[src/rtl/connect4_turn_controller_pkg.sv]
// Shared constants, state encoding and board helpers for the connect-four
// game master.
//   - Board geometry: 7 columns x 6 rows, cell (c,r) at bit c*6+r.
//   - Column heights: 3 bits per column, column c at bits [3c+2:3c].
//   - Helpers: column height lookup, stone drop (piler), 4-in-a-row checker.
package connect4_turn_controller_pkg;

    localparam int ROWS                   = 6;
    localparam int COLS                   = 7;
    localparam int FIELD_SIZE             = 42;
    localparam int COL_SIZE               = 3;
    localparam int HEIGHT_W               = 3;
    localparam int PILED_COUNT_ARRAY_SIZE = 21;

    localparam logic [HEIGHT_W-1:0] FULL_HEIGHT = 3'd6;
    localparam logic [COL_SIZE-1:0] MAX_COL     = 3'd6;
    localparam logic [5:0]          MAX_MOVES   = 6'd42;

    localparam logic [1:0] WIN_NONE  = 2'b00;
    localparam logic [1:0] WIN_HUMAN = 2'b01;
    localparam logic [1:0] WIN_AI    = 2'b10;
    localparam logic [1:0] WIN_DRAW  = 2'b11;

    typedef enum logic [3:0] {
        ST_IDLE,
        ST_WAIT_P,
        ST_APPLY_P,
        ST_CHECK_P,
        ST_LAUNCH,
        ST_SEARCH,
        ST_APPLY_AI,
        ST_CHECK_AI,
        ST_OVER
    } state_e;

    typedef struct packed {
        logic [FIELD_SIZE-1:0]             field;
        logic [PILED_COUNT_ARRAY_SIZE-1:0] piled;
    } pile_t;

    // Height of one column; out-of-range columns read as empty.
    function automatic logic [HEIGHT_W-1:0] col_height(
        input logic [PILED_COUNT_ARRAY_SIZE-1:0] piled,
        input logic [COL_SIZE-1:0]               col
    );
        logic [HEIGHT_W-1:0] h;
        h = '0;
        if (col <= MAX_COL) begin
            h = piled[int'(col)*HEIGHT_W +: HEIGHT_W];
        end
        return h;
    endfunction

    // Drop one stone into a column: set the cell on top of the pile and
    // bump that column's height. Illegal drops leave the board untouched.
    function automatic pile_t pile(
        input logic [FIELD_SIZE-1:0]             field,
        input logic [PILED_COUNT_ARRAY_SIZE-1:0] piled,
        input logic [COL_SIZE-1:0]               col
    );
        pile_t               res;
        logic [HEIGHT_W-1:0] h;
        h         = col_height(piled, col);
        res.field = field;
        res.piled = piled;
        if ((col <= MAX_COL) && (h != FULL_HEIGHT)) begin
            res.field[int'(col)*ROWS + int'(h)]          = 1'b1;
            res.piled[int'(col)*HEIGHT_W +: HEIGHT_W]    = h + 3'd1;
        end
        return res;
    endfunction

    // True when the field holds four stones in a line in any direction.
    function automatic logic has_four(input logic [FIELD_SIZE-1:0] f);
        logic hit;
        hit = 1'b0;
        // vertical
        for (int c = 0; c < COLS; c++) begin
            for (int r = 0; r < ROWS-3; r++) begin
                if (f[c*ROWS+r] && f[c*ROWS+r+1] && f[c*ROWS+r+2] && f[c*ROWS+r+3]) hit = 1'b1;
            end
        end
        // horizontal
        for (int c = 0; c < COLS-3; c++) begin
            for (int r = 0; r < ROWS; r++) begin
                if (f[c*ROWS+r] && f[(c+1)*ROWS+r] && f[(c+2)*ROWS+r] && f[(c+3)*ROWS+r]) hit = 1'b1;
            end
        end
        // rising diagonal
        for (int c = 0; c < COLS-3; c++) begin
            for (int r = 0; r < ROWS-3; r++) begin
                if (f[c*ROWS+r] && f[(c+1)*ROWS+r+1] && f[(c+2)*ROWS+r+2] && f[(c+3)*ROWS+r+3]) hit = 1'b1;
            end
        end
        // falling diagonal
        for (int c = 0; c < COLS-3; c++) begin
            for (int r = 3; r < ROWS; r++) begin
                if (f[c*ROWS+r] && f[(c+1)*ROWS+r-1] && f[(c+2)*ROWS+r-2] && f[(c+3)*ROWS+r-3]) hit = 1'b1;
            end
        end
        return hit;
    endfunction

endpackage

[src/rtl/connect4_turn_controller_if.sv]
// Search-tree handshake between the game master (master) and the minimax
// tree (slave).
//   search_en       master->slave  one-cycle launch pulse
//   search_rst      master->slave  one-cycle tree reset pulse (active-high)
//   search_valid    slave->master  tree result valid
//   search_finished slave->master  tree search finished
//   search_col      slave->master  selected column
interface connect4_turn_controller_if;
    import connect4_turn_controller_pkg::*;

    logic                search_en;
    logic                search_rst;
    logic                search_valid;
    logic                search_finished;
    logic [COL_SIZE-1:0] search_col;

    modport master (
        output search_en,
        output search_rst,
        input  search_valid,
        input  search_finished,
        input  search_col
    );

    modport slave (
        input  search_en,
        input  search_rst,
        output search_valid,
        output search_finished,
        output search_col
    );
endinterface

[src/rtl/connect4_turn_controller_fallback_col.sv]
// Priority encoder: lowest-index column whose height is below 6.
//   i_piled_array  per-column heights (3 bits each)
//   o_col          first non-full column (0 when every column is full)
module connect4_turn_controller_fallback_col
    import connect4_turn_controller_pkg::*;
(
    input  logic [PILED_COUNT_ARRAY_SIZE-1:0] i_piled_array,
    output logic [COL_SIZE-1:0]               o_col
);

    // Scan downwards so the lowest non-full index is the last one written.
    always_comb begin
        o_col = '0;
        for (int c = COLS-1; c >= 0; c--) begin
            if (i_piled_array[c*HEIGHT_W +: HEIGHT_W] != FULL_HEIGHT) begin
                o_col = COL_SIZE'(c);
            end
        end
    end

endmodule

[src/rtl/connect4_turn_controller.sv]
// Connect-four game master: owns the board (me = AI, op = human), accepts
// human moves, launches the minimax tree and applies its column.
//   w_clk, w_rst_n       clock, asynchronous active-low reset
//   i_start              pulse: clear board and start a new game
//   i_player_valid/col   human move request
//   search               tree handshake (master side)
//   o_me/op_field        AI / human stones, o_piled_array column heights
//   o_player_turn        waiting for a human move
//   o_move_reject        pulse: illegal human move
//   o_ai_col(_valid)     last AI column / pulse when applied
//   o_game_over, o_winner  00 none, 01 human, 10 AI, 11 draw
module connect4_turn_controller
    import connect4_turn_controller_pkg::*;
#(
    parameter bit          AI_FIRST       = 1'b0,
    parameter logic [23:0] TIMEOUT_CYCLES = 24'hFFFFFF
) (
    input  logic                              w_clk,
    input  logic                              w_rst_n,
    input  logic                              i_start,
    input  logic                              i_player_valid,
    input  logic [COL_SIZE-1:0]               i_player_col,
    connect4_turn_controller_if.master        search,
    output logic [FIELD_SIZE-1:0]             o_me_field,
    output logic [FIELD_SIZE-1:0]             o_op_field,
    output logic [PILED_COUNT_ARRAY_SIZE-1:0] o_piled_array,
    output logic                              o_player_turn,
    output logic                              o_move_reject,
    output logic [COL_SIZE-1:0]               o_ai_col,
    output logic                              o_ai_col_valid,
    output logic                              o_game_over,
    output logic [1:0]                        o_winner
);

    state_e                            state_q, state_d;
    logic [FIELD_SIZE-1:0]             me_q, me_d, op_q, op_d;
    logic [PILED_COUNT_ARRAY_SIZE-1:0] piled_q, piled_d;
    logic [5:0]                        move_cnt_q, move_cnt_d;
    logic [23:0]                       tmo_cnt_q, tmo_cnt_d;
    logic [COL_SIZE-1:0]               col_q, col_d;
    logic                              fallback_q, fallback_d;
    logic [1:0]                        winner_q, winner_d;
    logic                              search_en_q, search_en_d;
    logic                              search_rst_q, search_rst_d;
    logic                              reject_q, reject_d;
    logic [COL_SIZE-1:0]               ai_col_q, ai_col_d;
    logic                              ai_col_valid_q, ai_col_valid_d;
    logic                              player_turn_q, player_turn_d;
    logic                              game_over_q, game_over_d;

    logic [COL_SIZE-1:0]   fb_col;
    logic [COL_SIZE-1:0]   ai_sel;
    logic [FIELD_SIZE-1:0] pile_field;
    logic [COL_SIZE-1:0]   pile_col;
    pile_t                 pile_res;
    logic [FIELD_SIZE-1:0] chk_field;
    logic                  four_hit;
    logic                  player_col_ok;

    connect4_turn_controller_fallback_col u_fallback (
        .i_piled_array (piled_q),
        .o_col         (fb_col)
    );

    // Shared piler and checker: the state decides whose field they see.
    always_comb begin
        if ((col_q > MAX_COL) || (col_height(piled_q, col_q) == FULL_HEIGHT) || fallback_q) begin
            ai_sel = fb_col;
        end else begin
            ai_sel = col_q;
        end
        pile_field = op_q;
        pile_col   = col_q;
        if (state_q == ST_APPLY_AI) begin
            pile_field = me_q;
            pile_col   = ai_sel;
        end
        pile_res      = pile(pile_field, piled_q, pile_col);
        chk_field     = (state_q == ST_CHECK_AI) ? me_q : op_q;
        four_hit      = has_four(chk_field);
        player_col_ok = (i_player_col <= MAX_COL) &&
                        (col_height(piled_q, i_player_col) != FULL_HEIGHT);
    end

    always_comb begin
        state_d        = state_q;
        me_d           = me_q;
        op_d           = op_q;
        piled_d        = piled_q;
        move_cnt_d     = move_cnt_q;
        tmo_cnt_d      = tmo_cnt_q;
        col_d          = col_q;
        fallback_d     = fallback_q;
        winner_d       = winner_q;
        ai_col_d       = ai_col_q;
        search_en_d    = 1'b0;
        search_rst_d   = 1'b0;
        reject_d       = 1'b0;
        ai_col_valid_d = 1'b0;

        case (state_q)
            ST_IDLE: ;
            ST_WAIT_P: begin
                if (i_player_valid) begin
                    if (player_col_ok) begin
                        col_d   = i_player_col;
                        state_d = ST_APPLY_P;
                    end else begin
                        reject_d = 1'b1;
                    end
                end
            end
            ST_APPLY_P: begin
                op_d       = pile_res.field;
                piled_d    = pile_res.piled;
                move_cnt_d = move_cnt_q + 6'd1;
                state_d    = ST_CHECK_P;
            end
            ST_CHECK_P, ST_CHECK_AI: begin
                if (four_hit) begin
                    winner_d = (state_q == ST_CHECK_AI) ? WIN_AI : WIN_HUMAN;
                    state_d  = ST_OVER;
                end else if (move_cnt_q == MAX_MOVES) begin
                    winner_d = WIN_DRAW;
                    state_d  = ST_OVER;
                end else if (state_q == ST_CHECK_AI) begin
                    state_d = ST_WAIT_P;
                end else begin
                    // launch pulse is registered so it is high during LAUNCH
                    search_en_d = 1'b1;
                    tmo_cnt_d   = '0;
                    state_d     = ST_LAUNCH;
                end
            end
            ST_LAUNCH: begin
                tmo_cnt_d = '0;
                state_d   = ST_SEARCH;
            end
            ST_SEARCH: begin
                if (search.search_valid && search.search_finished) begin
                    col_d      = search.search_col;
                    fallback_d = 1'b0;
                    state_d    = ST_APPLY_AI;
                end else begin
                    tmo_cnt_d = tmo_cnt_q + 24'd1;
                    if ((TIMEOUT_CYCLES != 24'd0) && (tmo_cnt_d == TIMEOUT_CYCLES)) begin
                        search_rst_d = 1'b1;
                        fallback_d   = 1'b1;
                        state_d      = ST_APPLY_AI;
                    end
                end
            end
            ST_APPLY_AI: begin
                me_d           = pile_res.field;
                piled_d        = pile_res.piled;
                ai_col_d       = ai_sel;
                ai_col_valid_d = 1'b1;
                move_cnt_d     = move_cnt_q + 6'd1;
                fallback_d     = 1'b0;
                state_d        = ST_CHECK_AI;
            end
            ST_OVER: ;
            default: state_d = ST_IDLE;
        endcase

        // A new game overrides whatever the current state decided.
        if (i_start) begin
            me_d           = '0;
            op_d           = '0;
            piled_d        = '0;
            move_cnt_d     = '0;
            tmo_cnt_d      = '0;
            fallback_d     = 1'b0;
            winner_d       = WIN_NONE;
            reject_d       = 1'b0;
            ai_col_valid_d = 1'b0;
            search_rst_d   = 1'b1;
            search_en_d    = AI_FIRST;
            state_d        = AI_FIRST ? ST_LAUNCH : ST_WAIT_P;
        end

        player_turn_d = (state_d == ST_WAIT_P);
        game_over_d   = (state_d == ST_OVER);
    end

    always_ff @(posedge w_clk or negedge w_rst_n) begin
        if (!w_rst_n) begin
            state_q        <= ST_IDLE;
            me_q           <= '0;
            op_q           <= '0;
            piled_q        <= '0;
            move_cnt_q     <= '0;
            tmo_cnt_q      <= '0;
            col_q          <= '0;
            fallback_q     <= 1'b0;
            winner_q       <= WIN_NONE;
            search_en_q    <= 1'b0;
            search_rst_q   <= 1'b0;
            reject_q       <= 1'b0;
            ai_col_q       <= '0;
            ai_col_valid_q <= 1'b0;
            player_turn_q  <= 1'b0;
            game_over_q    <= 1'b0;
        end else begin
            state_q        <= state_d;
            me_q           <= me_d;
            op_q           <= op_d;
            piled_q        <= piled_d;
            move_cnt_q     <= move_cnt_d;
            tmo_cnt_q      <= tmo_cnt_d;
            col_q          <= col_d;
            fallback_q     <= fallback_d;
            winner_q       <= winner_d;
            search_en_q    <= search_en_d;
            search_rst_q   <= search_rst_d;
            reject_q       <= reject_d;
            ai_col_q       <= ai_col_d;
            ai_col_valid_q <= ai_col_valid_d;
            player_turn_q  <= player_turn_d;
            game_over_q    <= game_over_d;
        end
    end

    assign search.search_en  = search_en_q;
    assign search.search_rst = search_rst_q;
    assign o_me_field        = me_q;
    assign o_op_field        = op_q;
    assign o_piled_array     = piled_q;
    assign o_player_turn     = player_turn_q;
    assign o_move_reject     = reject_q;
    assign o_ai_col          = ai_col_q;
    assign o_ai_col_valid    = ai_col_valid_q;
    assign o_game_over       = game_over_q;
    assign o_winner          = winner_q;

endmodule
[src/flat_wrapper.sv]
// flat-port wrapper written by rule: the top's interface ports become plain ports
module connect4_turn_controller_flat import connect4_turn_controller_pkg::*;
#(
    parameter bit          AI_FIRST       = 1'b0,
    parameter logic [23:0] TIMEOUT_CYCLES = 24'hFFFFFF
)
  (w_clk, w_rst_n, i_start, i_player_valid, i_player_col, o_me_field, o_op_field, o_piled_array, o_player_turn, o_move_reject, o_ai_col, o_ai_col_valid, o_game_over, o_winner, search_search_en, search_search_rst, search_search_valid, search_search_finished, search_search_col);
  connect4_turn_controller_if search_i ();
  input  logic w_clk;
  input  logic w_rst_n;
  input  logic i_start;
  input  logic i_player_valid;
  input  logic [COL_SIZE-1:0] i_player_col;
  output logic [FIELD_SIZE-1:0] o_me_field;
  output logic [FIELD_SIZE-1:0] o_op_field;
  output logic [PILED_COUNT_ARRAY_SIZE-1:0] o_piled_array;
  output logic o_player_turn;
  output logic o_move_reject;
  output logic [COL_SIZE-1:0] o_ai_col;
  output logic o_ai_col_valid;
  output logic o_game_over;
  output logic [1:0] o_winner;
  output wire logic [$bits(search_i.search_en)-1:0] search_search_en;
  output wire logic [$bits(search_i.search_rst)-1:0] search_search_rst;
  input wire logic [$bits(search_i.search_valid)-1:0] search_search_valid;
  input wire logic [$bits(search_i.search_finished)-1:0] search_search_finished;
  input wire logic [$bits(search_i.search_col)-1:0] search_search_col;
  assign search_search_en = search_i.search_en;
  assign search_search_rst = search_i.search_rst;
  assign search_i.search_valid = search_search_valid;
  assign search_i.search_finished = search_search_finished;
  assign search_i.search_col = search_search_col;
  connect4_turn_controller #(.AI_FIRST(AI_FIRST), .TIMEOUT_CYCLES(TIMEOUT_CYCLES)) u_core (.w_clk(w_clk), .w_rst_n(w_rst_n), .i_start(i_start), .i_player_valid(i_player_valid), .i_player_col(i_player_col), .search(search_i), .o_me_field(o_me_field), .o_op_field(o_op_field), .o_piled_array(o_piled_array), .o_player_turn(o_player_turn), .o_move_reject(o_move_reject), .o_ai_col(o_ai_col), .o_ai_col_valid(o_ai_col_valid), .o_game_over(o_game_over), .o_winner(o_winner));
endmodule
[config.mk]
export PLATFORM = sky130hd
export DESIGN_NAME = connect4_turn_controller_flat
export DESIGN_NICKNAME = d
export VERILOG_FILES = /design/src/rtl/connect4_turn_controller_pkg.sv /design/src/rtl/connect4_turn_controller_if.sv /design/src/rtl/connect4_turn_controller_fallback_col.sv /design/src/rtl/connect4_turn_controller.sv /design/src/flat_wrapper.sv
export SDC_FILE = /design/constraint.sdc
export NUM_CORES = 1
export LEC_CHECK = 0
export BUFFER_PORTS_ARGS = -buffer_cell sky130_fd_sc_hd__buf_2
export CELL_PAD_IN_SITES_DETAIL_PLACEMENT = 1
export CELL_PAD_IN_SITES_GLOBAL_PLACEMENT = 2
export CORE_ASPECT_RATIO = 1.75
export CORE_UTILIZATION = 33
export CTS_CLUSTER_DIAMETER = 150
export DETAILED_ROUTE_END_ITERATION = 12
export GPL_ROUTABILITY_DRIVEN = 1
export HOLD_SLACK_MARGIN = 0.15
export PLACE_DENSITY = 0.82
export SETUP_SLACK_MARGIN = 0.4
export SLEW_MARGIN = 20
export SYNTH_ARGS = -nofsm -noshare
export SYNTH_HDL_FRONTEND = slang
export SYNTH_SLANG_ARGS = --single-unit
[constraint.sdc]
create_clock -name w_clk -period 4.75 [get_ports w_clk]
set_input_delay 0.95 -clock w_clk [delete_from_list [all_inputs] [get_ports w_clk]]
set_output_delay 0.95 -clock w_clk [all_outputs]
set_load 0.005 [all_outputs]
==> key figures <==
Worst setup path
  – Setup Crit Path Kind: flop to flop
  – Reg2Reg Depth: 17
  – WP data required: between 5000 and 6000 ps
  – Worst-path cell chain: nand3b_1 > nor3_4 > buf_4 > o311a_2 > o21ai_1 > and2_4 > buf_4 > mux2_2 > o21ai_1 > a211oi_2 > ha_2 > fa_2 > nor2_4 > nand2_2 > nor4_4 > or3b_4 > o2bb2ai_1
  – WP data arrival: approximately 4700 ps
  – Buffers & Inverters on Critical Path: 2
  – Crit path depth: 17
  – Max stage delay cell, worst path: fa_2
  – Worst stage delay on the critical path: 490 ps
  – Maximum fanout along the worst path: 5
  – Crit path max-delay family: simple AND/OR/NAND/NOR gates
  – Startpoint Class: flop
  – CP Capture Type: flop

Timing
  – Setup TNS: 0 ps
  – Max frequency: 0.232 GHz
  – Final hold violation count: 0
  – Hold slack: between 400 and 500 ps
  – Final period utilization: about 91%
  – Final Skew: 9.02 ps
  – Fin crit period: between 4000 and 5000 ps
  – Max transition margin: a little under a quarter
  – RSZ-0062 raised after global routing: yes
  – Slew of the pin with the lowest slew margin: 1150 ps
  – Setup violators final: 0
  – Slew Viols, Final: 0

Synthesis
  – Primary FF master, synth: dfrtp_1
  – Syn Nets: ~1000
  – EDFF count, synth: 0
  – #FFs+latches synth: 154
  – Share of flip-flops with an asynchronous set or reset: 100%
  – Seq/Total Area, Yosys: between 40% and 50%
  – Distinct cells, synth: 89
  – Synthesis Warnings: 0
  – Syn avg cell area: 9.66 µm²
  – Synth Instances: approximately 950
  – Synthesized cell area: 9160 µm²

Cells and area
  – Post-layout util: between 40% and 50%
  – Final #Nets: 1178
  – Fin cells: around 1500
  – Layout Area Growth over Synthesis: 27.4%
  – Diode count: 0
  – Layout cells sized above 1: 29.5%

Detailed routing
  – Final wirelength: about 37000 µm
  – Wire per inst: ~24 µm
  – DRC: 0
  – DR vias/cell: 5.81
  – TritonRoute pass-1 iters: 4
  – DR iter-0 viols: between 300 and 400
  – Antenna-violating nets left: 0
  – DR vias: 8887

Global routing
  – Vias in the first global route: about 9400
  – Grt peak-use layer: met2
  – M2 GR Usage: roughly 48%
  – Total grt overflow: 0
  – Grt met3 use: around 4.1%
  – Initial antenna violation count: 0
  – First-pass GRT wire length: ~56000 µm
  – Maximum number of pins on one net before global-route repair: 100
  – GR Util met1: a little over a quarter
  – GRT Util Overall: a little over a quarter

Placement
  – Placed cells: approximately 1500
  – Final GP Congestion: 0.994
  – Post-DP HPWL: 27200 µm
  – Port Buffers: about 130

Die
  – Vert. Die Dim: ~220 µm
  – Placeable core area: roughly 27000 µm²
  – Std-Cell Rows: 80
  – I/O pins: around 130
  – Full die area: approximately 28000 µm²
  – Chip Width: about 130 µm
  – Initial Util: about a third

Clock tree
  – Clock buffer depth: 2
  – CTS tree: yes
  – Clk_lat worst skew: between 400 and 500 ps
  – Clock Pin Slew Worst Setup and Hold Paths: roughly 70 ps
  – Clock root buffer: clkbuf_16
  – Cts bufs inserted: 17
  – H-tree depth: 4
  – Clock sink total: between 150 and 200

Status
  – Status: finished clean

Power
  – Static Leakage: roughly 5.3 nW
  – PwrDens: 391 nW/µm²
  – Maximum VDD drop: around 0.29 mV

Job
  – Max-Cap Viols: 0

Hold path
  – Hold path depth: 2
  – Worst min path class: flop to flop
-- routing by layer --
| layer | wire, µm | vias to the layer above |
|---|---|---|
| met1 | 13400 | 4483 |
| met3 | 1320 | 122 |
| met4 | 2390 | 0 |
| met2 | 19700 | 266 |
| li1 | - | 4016 |
| met5 | 0 | - |
-- tightest hold or removal path: stages (launching register included) --
cell and delay, ps:
dfrtp_1 340, nand2_1 40, o21ai_0 60
-- cells in the final DEF, fill, tap and decap left out, types with 5 or more instances in the layout --
master and instances:
dfrtp_1 151, buf_2 126, buf_4 100, o2bb2ai_1 82
nand2_1 80, nor2_1 66, o21ai_0 56, mux2i_1 52
a21oi_1 31, inv_1 24, nand3_1 24, nor3_1 23
nand4_1 20, clkbuf_16 17, a211oi_1 15, ha_1 15
nand2b_1 11, a2111oi_0 11, nor4_1 11, xnor2_1 9
and3_1 8, o21ai_1 8, a31oi_1 8, nand3b_1 7
a22oi_1 7, or3_1 7, nor2_2 6, o211ai_1 6
xor2_1 6, o31ai_1 6, o21bai_1 5, nor3b_1 5
nor2b_1 5
-- power by group --
group          internal, W  switching [W]  total (W)  leakage, nW
registers          0.00134      0.0000405    0.00138         2.13
logic             0.000617        0.00115    0.00177         2.86
clock network     0.000806       0.000608    0.00141        0.280
total              0.00276        0.00180    0.00457         5.27
-- final timing paths --
kind	slack, ps	startpoint	to
min in group asynchronous	610	w_rst_n	u_core.o_ai_col[1]
worst max-delay path	450	u_core.o_piled_array[2]	u_core.o_op_field[41]
worst min register to register	480	u_core.o_ai_col[0]	u_core.o_ai_col[0]
max in group asynchronous	3140	w_rst_n	u_core.state_q[2]
worst min-delay path	480	u_core.o_ai_col[0]	u_core.o_ai_col[0]
worst max register to register	450	u_core.o_piled_array[2]	u_core.o_op_field[41]
-- through the flow --
stage | total power (W) | worst slack (ps) | cell area, µm²
after floorplan | 0.00233 | 403 | 9220
after global placement | 0.00288 | 240 | 10600
after detailed placement | 0.00291 | 115 | 10600
after CTS | 0.00437 | 379 | 11300
after global routing | 0.00476 | 268 | 11700
final | 0.00457 | 445 | 11700
-- layout make-up --
class | instances | area (µm²)
flip-flops and latches | 154 | 3860
multi-input cells | 715 | 5210
inverters | 29 | 114
clock buffers | 20 | 457
well taps | 369 | 462
fillers | 3106 | 15700
clock inverters | 12 | 139
repair buffers | 230 | 1440
-- cell usage after synthesis (4+ instances only) --
library cell    n  area share, %
clkbuf_1       35            1.4
and3_1          9           0.61
o2bb2ai_1      86            8.2
and3b_1         4           0.38
o221ai_1        4           0.38
a21oi_1        32            1.7
a31oi_1        10           0.68
o21ai_0        58            3.2
o211ai_1        6           0.49
nand4_1        20            1.4
ha_1           17            2.3
o21bai_1        5           0.41
mux2i_2         4           0.60
nor2_1         74            3.0
o21ai_1         7           0.38
or3_1           8           0.55
mux2i_1        52            5.7
nor3b_1         5           0.41
buf_2           8           0.44
nor4_1         12           0.82
dfrtp_1       154             42
a2111oi_0      11            1.1
a22oi_1         7           0.57
o31ai_1         6           0.49
nor3_1         25            1.4
inv_1          26            1.1
nor2b_1         7           0.48
nand3b_1        7           0.57
nand3_1        25            1.4
nand2b_1       11           0.75
and2_1          5           0.34
nand2_1        82            3.4
xnor2_1         9           0.86
a211oi_1       18            1.5
o311ai_0        4           0.38
xor2_1          7           0.67
-- registers in the layout, indices dropped and copies added, names as in the netlist, 2 cells and up --
register              count
u_core.o_op_field        42
u_core.o_ai_col           3
u_core.col_q              3
u_core.o_piled_array     21
u_core.o_winner           2
u_core.tmo_cnt_q         24
u_core.o_me_field        42
u_core.move_cnt_q         6
u_core.state_q            4
-- logic make-up (layout without fill, tap and decap cells) --
kind of cell    Yosys count  in the layout  share of synthesized area (%)
buf+inv                  81            291                           4.11
fa+ha+maj                19             19                           2.76
simple gates            318            319                           17.8
xor+xnor                 17             17                           1.71
compound gates          298            298                           24.2
flops                   154            154                           42.1
mux                      62             62                           7.39
-- repair_timing --
| item | CTS | global route |
|---|---|---|
| pin swaps | 1 | 16 |
| setup buffers | 4 | 26 |
| cloned | 0 | 1 |
| setup endpoints to repair | 91 | 131 |
| resized for setup | 7 | 43 |
| hold buffers | 0 | 0 |
Note: power is estimated with default switching activity, not from simulation.
